===== config.mk =====
export PLATFORM = sky130hd
export DESIGN_NAME = instruction_fetch
export DESIGN_NICKNAME = d
export VERILOG_FILES = /design/src/rtl/instruction_fetch.sv
export SDC_FILE = /design/constraint.sdc
export NUM_CORES = 1
export LEC_CHECK = 0
export CORE_MARGIN = 1
export CORE_UTILIZATION = 61
export DETAILED_ROUTE_END_ITERATION = 8
export DONT_BUFFER_PORTS = 1
export MAX_ROUTING_LAYER = met4
export PLACE_DENSITY = 0.77
export SKIP_CTS_REPAIR_TIMING = 1
export SLEW_MARGIN = 30
export SYNTH_ARGS = -nofsm -noshare
export SYNTH_HDL_FRONTEND = slang
export SYNTH_SLANG_ARGS = --single-unit

===== constraint.sdc =====
create_clock -name clk -period 2.1 [get_ports clk]
set_input_delay 0.105 -clock clk [delete_from_list [all_inputs] [get_ports clk]]
set_output_delay 0.105 -clock clk [all_outputs]
set_load 0.1 [all_outputs]

===== src/rtl/instruction_fetch.sv =====
// instruction_fetch: single-stage instruction fetch with a one-word skid buffer.
//   FETCH keeps a read request outstanding at mem_addr=pc. HOLD parks a returned
//   word in the skid register while the decoder is stalled and issues no request.
// Ports:
//   clk, rst            clock, asynchronous active-high reset
//   stall               downstream cannot accept; IF/ID registers hold
//   flush               replace IF/ID contents with a bubble
//   branch_taken/target redirect the PC; dominates all other inputs
//   mem_req/mem_addr    instruction-memory read request and word address (= pc)
//   mem_ready/mem_rdata read completion and returned word
//   instruction/pc_out  IF/ID register: fetched word and its address+1
//   valid               instruction holds a real word (0 = bubble)
module instruction_fetch #(
  parameter logic [15:0] RESET_PC = 16'h0000,
  parameter logic [15:0] NOP_WORD = 16'h0800
) (
  input  logic        clk,
  input  logic        rst,
  input  logic        stall,
  input  logic        flush,
  input  logic        branch_taken,
  input  logic [15:0] branch_target,
  output logic        mem_req,
  output logic [15:0] mem_addr,
  input  logic        mem_ready,
  input  logic [15:0] mem_rdata,
  output logic [15:0] instruction,
  output logic [15:0] pc_out,
  output logic        valid
);

  localparam int unsigned W = 16;

  typedef enum logic {
    FETCH = 1'b0,
    HOLD  = 1'b1
  } state_t;

  state_t         state, state_nxt;
  logic [W-1:0]   pc, pc_nxt;
  logic [W-1:0]   pc_inc;
  logic [W-1:0]   skid, skid_nxt;
  logic [W-1:0]   instr_nxt;
  logic [W-1:0]   pc_out_nxt;
  logic           valid_nxt;

  // Modulo-2^16 increment; wraps FFFF -> 0000.
  assign pc_inc = pc + W'(1);

  // Request is abandoned combinationally while reset is asserted.
  assign mem_req  = (state == FETCH) && !rst;
  assign mem_addr = pc;

  // State and register update.
  always_ff @(posedge clk or posedge rst) begin
    if (rst) begin
      state       <= FETCH;
      pc          <= RESET_PC;
      skid        <= NOP_WORD;
      instruction <= NOP_WORD;
      pc_out      <= W'(0);
      valid       <= 1'b0;
    end else begin
      state       <= state_nxt;
      pc          <= pc_nxt;
      skid        <= skid_nxt;
      instruction <= instr_nxt;
      pc_out      <= pc_out_nxt;
      valid       <= valid_nxt;
    end
  end

  // Next-state and IF/ID update rules.
  always_comb begin
    state_nxt  = state;
    pc_nxt     = pc;
    skid_nxt   = skid;
    instr_nxt  = instruction;
    pc_out_nxt = pc_out;
    valid_nxt  = valid;

    if (branch_taken) begin
      // Redirect: drop any returning word and the skid contents.
      pc_nxt    = branch_target;
      instr_nxt = NOP_WORD;
      valid_nxt = 1'b0;
      skid_nxt  = NOP_WORD;
      state_nxt = FETCH;
    end else begin
      case (state)
        FETCH: begin
          if (mem_ready) begin
            if (stall || flush) begin
              // IF/ID cannot take the word this cycle; park it so it is not lost.
              skid_nxt  = mem_rdata;
              state_nxt = HOLD;
              if (flush) begin
                instr_nxt = NOP_WORD;
                valid_nxt = 1'b0;
              end
            end else begin
              instr_nxt  = mem_rdata;
              pc_out_nxt = pc_inc;
              valid_nxt  = 1'b1;
              pc_nxt     = pc_inc;
            end
          end else if (flush || !stall) begin
            instr_nxt = NOP_WORD;
            valid_nxt = 1'b0;
          end
        end
        HOLD: begin
          if (!stall && !flush) begin
            instr_nxt  = skid;
            pc_out_nxt = pc_inc;
            valid_nxt  = 1'b1;
            pc_nxt     = pc_inc;
            state_nxt  = FETCH;
          end else if (flush) begin
            // Bubble IF/ID but keep the skid word for later delivery.
            instr_nxt = NOP_WORD;
            valid_nxt = 1'b0;
          end
        end
        default: state_nxt = FETCH;
      endcase
    end
  end

endmodule


# --- Word-level counts from Yosys, hierarchy flattened ---
# Cells that the tools add are included.
word_totals:
  word_cells: 57
  output_inout_bits: 50
  register_bits: 66
op_classes:
  n_reduce_logical: 12
  addsub: 1
  mux: 28
  bitwise_logic: 2
  eq_ne: 8
op_table:
  columns: ["op", "count"]
  rows:
  - ["$mux 16", 14]
  - ["$pmux 16 s2", 2]
  - ["$add 16x1->16 const B", 1]
  - ["$mux 1", 10]
  - ["$ne 2x2->1 const B", 3]
  - ["$ne 3x3->1 const B", 2]
  - ["$reduce_and 3->1", 2]
  - ["$ne 4x3->1 const B", 1]
  - ["$pmux 1 s2", 2]
  - ["$reduce_and 4->1", 1]
  - ["$reduce_bool 2->1", 2]
  - ["$logic_not 1->1", 3]
  - ["$ne 3x2->1 const B", 1]
  - ["$logic_and 1x1->1", 2]
  - ["$logic_or 1x1->1", 2]
  - ["$ne 2x1->1 const B", 1]
  - ["$not 1->1", 2]

# --- Logic depth before layout (Yosys ltp) ---
depth:
  depth_word: 6
  mapped_depth: 7
  ltp_nobuf: 5

# --- Worst setup path after synthesis ---
# No wires, ideal clock.
synth_path:
  path_type: "register -> register"
  startpoint: "register pc[7], in the netlist mem_addr[7]"
  endpoint: "register pc[11], in the netlist mem_addr[11]"
  path_slack_ps: -220
  stages_incl_launch_ff: 6
  n_path_buf: 1
  arrival_time_ps: 2238
  cell_sequence: "dfrtp_1 -> buf_2 -> nand4_1 -> or3_4 -> or3_1 -> a31oi_1"
synth_between:
  elab_chain_cells: 5
  word_cells_on_any_way: 6
synth_rtl:
  columns: ["element", "line", "source"]
  rows:
  - ["start, declared", "40", "logic [W-1:0] pc, pc_nxt;"]
  - ["start signal, assigned", "65", "pc <= pc_nxt;"]
  - ["$add 16x1->16 *", "48", "assign pc_inc = pc + W'(1);"]
  - ["$mux 16", "93", "if (stall || flush) begin"]
  - ["$mux 16", "92", "if (mem_ready) begin"]
  - ["$pmux 16 s2 *", "90", "case (state)"]
  - ["$mux 16 *", "82", "if (branch_taken) begin"]
# Mark *: on every way between the ends. The rest lies on a longest branch, timed or not. The select of a mux whose other input is x is not followed.
# A chain may end at the register's enable or synchronous reset.

# --- Worst setup path after layout ---
layout_path:
  startpoint: "register state"
  endpoint: "register instruction[8]"
layout_between:
  elab_chain_cells: 3
  word_cells_on_any_way: 4
layout_rtl:
  columns: ["element", "line", "source"]
  rows:
  - ["start, declared", "39", "state_t state, state_nxt;"]
  - ["start signal, assigned", "64", "state <= state_nxt;"]
  - ["$not 1->1", null, null]
  - ["$pmux 16 s2", "90", null]
  - ["$mux 16", "82", null]
  - ["end signal, assigned", "67", "instruction <= instr_nxt;"]
  - ["end, declared", "27", "output logic [15:0] instruction,"]
# Parallel ways exist; a longest one is shown, timed or not.

==> results.rst <==
.. list-table::
   :header-rows: 1

   * - Metric
     - Value
   * - Count of pins over their slew limit
     - 0
   * - TritonCTS clock tree
     - built
   * - Yosys warning count
     - 0
   * - Die outline height
     - 73.65 um
   * - Last weighted congestion value of the routability-driven placer
     - 0.8004
   * - Total Routed Length
     - 8.632 mm
   * - CTS Buf Count
     - 9
   * - Insertion delay of the later-clocked pin in the worst-skew pair
     - 0.34 ns
   * - Finish-stage setup viols
     - 0
   * - Hold Path Origin
     - mem_rdata[13]
   * - Tightest slew margin relative to the limit
     - 30.16%
   * - Post-synthesis area per instance
     - 10.65 um2
   * - Number of global-route vias before repair
     - 2,382
   * - Number of H-tree levels
     - 3
   * - Master of the slowest instance on the critical path
     - sky130_fd_sc_hd__or3_1
   * - Crit start category
     - flop
   * - Count leader, synth
     - sky130_fd_sc_hd__dfrtp_1
   * - Site row count
     - 25
   * - Sequential area share after synthesis
     - 52.82%
   * - Leakage power
     - 1.830 nW
   * - Critical path cell sequence
     - buf_4, nor3_1, or3_1, a221oi_1
   * - Max Clock Skew
     - 0.008518 ns
   * - Port buffer count
     - 0
   * - Layout net count
     - 416
   * - Total number of vias
     - 2,768
   * - PwrDens
     - 987.3 nW/um2
   * - Max-cap violations
     - 0
   * - I/O pin count
     - 88
   * - Met1 routing resource usage after global routing
     - 39.11%
   * - Maximum fanout along the worst path
     - 19
   * - Die Span X
     - 73.65 um
   * - Maximum vdd drop
     - 0.7405 mV
   * - Flops & latches, synth
     - 66
   * - Final Hold Fails
     - 0
   * - Achievable Freq
     - 0.5274 GHz
   * - Average wire length per cell after detail routing
     - 19.27 um
   * - Global-route met2 utilization
     - 43.12%
   * - Design area
     - 4126 um2
   * - Synth-to-layout area growth
     - 31.76%
   * - Data arrival at the endpoint of the critical path
     - 2.12 ns
   * - Path type of the worst min-delay path
     - in -> reg
   * - Buffer cell driving the clock tree root
     - sky130_fd_sc_hd__clkbuf_8
   * - Critical R2R Capture
     - instruction[8]
   * - Hold EP
     - instruction[13]
   * - Proportion of netlist area held by the largest area contributor
     - 51.14%
   * - Met3 capacity usage during global routing
     - 8.779%
   * - Max clock buf depth
     - 2
   * - RSZ-0062 raised after global routing
     - false
   * - Count of flip-flops with a built-in enable after synthesis
     - 0
   * - Setup tns final
     - 0 ns
   * - Total global-route track usage
     - 29.65%
   * - Final Cycle Share
     - 90.30%
   * - Kind of end point of the critical path
     - flop
   * - Area of the mapped netlist
     - 3132 um2
   * - Synthesized instance count
     - 294
   * - Fraction of final layout cells sized beyond drive strength 1
     - 25.20%
   * - Wire length of the first global-routing pass
     - 11.52 mm
   * - Via-to-Cell Ratio
     - 6.179
   * - Post-synth top area cell
     - sky130_fd_sc_hd__dfrtp_1
   * - Path type of the worst setup path
     - reg -> reg
   * - Top cells by instance count after synthesis
     - 64 x sky130_fd_sc_hd__dfrtp_1, 33 x sky130_fd_sc_hd__nand2_1, 20 x sky130_fd_sc_hd__inv_1
   * - Drt drc
     - 0
   * - Distinct cells, synth
     - 44
   * - Die Footprint
     - 5424 um2
   * - CP peak stage delay
     - 0.59 ns
   * - Initial Utilization
     - 65.01%
   * - Detailed placer's ending HPWL
     - 4.803 mm
   * - Path depth of the worst reg2reg path
     - 4
   * - Crit path required time
     - 2.32 ns
   * - Dpl cell area
     - 3581 um2
   * - Sum of overflow across all layers after global routing
     - 0
   * - Clock Pin Slew Worst Setup and Hold Paths
     - 0.07 ns
   * - Fraction of registers with async set or reset after synthesis
     - 100.0%
   * - Clk sinks
     - 66
   * - Initial DRT Pass Iterations
     - 4
   * - Slack of the worst reg-to-reg path
     - 0.20 ns
   * - Layer with the highest usage after global routing
     - met2
   * - Count of routing violations after the opening detailed-route iteration
     - 250
   * - Worst-margin pin slew
     - 1.044 ns
   * - Primary flip-flop cell chosen by synthesis mapping
     - sky130_fd_sc_hd__dfrtp_1
   * - Largest net degree at the start of global routing
     - 50
   * - Fin util
     - 85.66%
   * - Number of cells on the worst hold path
     - 2
   * - Net count of the mapped netlist
     - 333
   * - Post-layout power
     - 4.074 mW
   * - Diodes inserted
     - 0
   * - Final critical path time including I/O delays and setup
     - 1.896 ns
   * - Area of the placeable core
     - 4817 um2
   * - Status
     - finished clean
   * - Launch point of the worst reg-to-reg path
     - state
   * - Number of antenna violations at the first check in global routing
     - 0
   * - Antenna Nets Post-Route
     - 0
   * - Dominant cells by area after synthesis
     - sky130_fd_sc_hd__dfrtp_1 51%, sky130_fd_sc_hd__mux2i_1 5.4%, sky130_fd_sc_hd__a221oi_1 4.2%
## critical path, delay by kind of cell (launching register included)
family,cells,cell delay [ns]
and+or+nand+nor,2,0.69
DFF,1,0.36
AOI/OAI and AO/OA,1,0.39
buffers and inverters,1,0.33
## layout by cell type, fill, tap and decap left out, types with 2 or more instances in the layout
cell type,n
sky130_fd_sc_hd__o221ai_1,5
sky130_fd_sc_hd__and3_1,4
sky130_fd_sc_hd__nand3_1,3
sky130_fd_sc_hd__nor2_1,7
sky130_fd_sc_hd__nand4_1,4
sky130_fd_sc_hd__mux2i_1,17
sky130_fd_sc_hd__a221o_1,5
sky130_fd_sc_hd__nor2_2,2
sky130_fd_sc_hd__o22ai_1,4
sky130_fd_sc_hd__dfrtp_2,11
sky130_fd_sc_hd__buf_4,56
sky130_fd_sc_hd__xnor2_1,14
sky130_fd_sc_hd__clkinv_2,2
sky130_fd_sc_hd__nor3_1,5
sky130_fd_sc_hd__o21ai_1,7
sky130_fd_sc_hd__nor4_1,6
sky130_fd_sc_hd__a21oi_1,2
sky130_fd_sc_hd__dfrtp_1,53
sky130_fd_sc_hd__clkbuf_8,13
sky130_fd_sc_hd__nand2_1,33
sky130_fd_sc_hd__inv_1,19
sky130_fd_sc_hd__a221oi_1,15
sky130_fd_sc_hd__xor2_1,4
sky130_fd_sc_hd__o21ai_0,14
sky130_fd_sc_hd__nor3b_1,3
sky130_fd_sc_hd__dlygate4sd3_1,35
sky130_fd_sc_hd__a22o_1,15
sky130_fd_sc_hd__or3_1,2
sky130_fd_sc_hd__dfstp_2,2
## cell type report
| cell class | count | area, um2 |
|---|---|---|
| fill | 273 | 690.7 |
| timing repair buffer | 92 | 790.8 |
| tap | 67 | 83.83 |
| clock inverter | 2 | 10.01 |
| inverter | 20 | 75.07 |
| multi-input combinational | 188 | 1320 |
| clock buffer | 13 | 178.9 |
| sequential | 66 | 1668 |
## stage by stage
stage	instances	hold slack, ns	worst slack (ns)
finish	448	0.01134	0.2037
detailed placement	398	-0.006904	0.2513
global placement	398	-0.009664	0.3368
global route	448	0.01566	0.04836
floorplan	294	0.2258	0.09491
CTS	413	-0.3739	0.2322
## cell families (layout without fill, tap and decap cells)
family          Yosys count  in the layout  synth area share, %
compound gates           70             70                16.58
buf+inv                  40            127                5.474
fa+ha+maj                 1              1               0.3995
xor+xnor                 18             18                5.034
simple gates             80             80                13.54
flops                    66             66                52.82
mux                      19             19                6.152
## worst max-delay path by stage
stage / start / end / slack [ns] / cells past startpoint
2_1_floorplan: mem_addr[7] / mem_addr[11] / 0.09 / 5
3_3_place_gp: state / instruction[11] / 0.34 / 4
3_5_place_dp: state / instruction[0] / 0.25 / 4
4_1_cts: state / instruction[0] / 0.23 / 4
5_1_grt: state / instruction[8] / 0.05 / 4
6_report: state / instruction[8] / 0.20 / 4
## routing by layer
| metal | wire length, um | up-vias |
|---|---|---|
| met1 | 3341 | 1365 |
| met4 | 225 | 0 |
| met3 | 845 | 25 |
| met2 | 4220 | 146 |
| li1 | - | 1232 |
| met5 | 0 | - |
## sequential cells by signal, summed over array words and instances, names as in the netlist
name         cells
state            1
pc_out          16
skid            16
valid            1
instruction     16
mem_addr        16
## report_power, final
part	internal, mW	switching [mW]
sequential	1.41	0.0937
combinational	0.340	1.20
clock	0.548	0.479
Power figures use the tool's default switching activity.
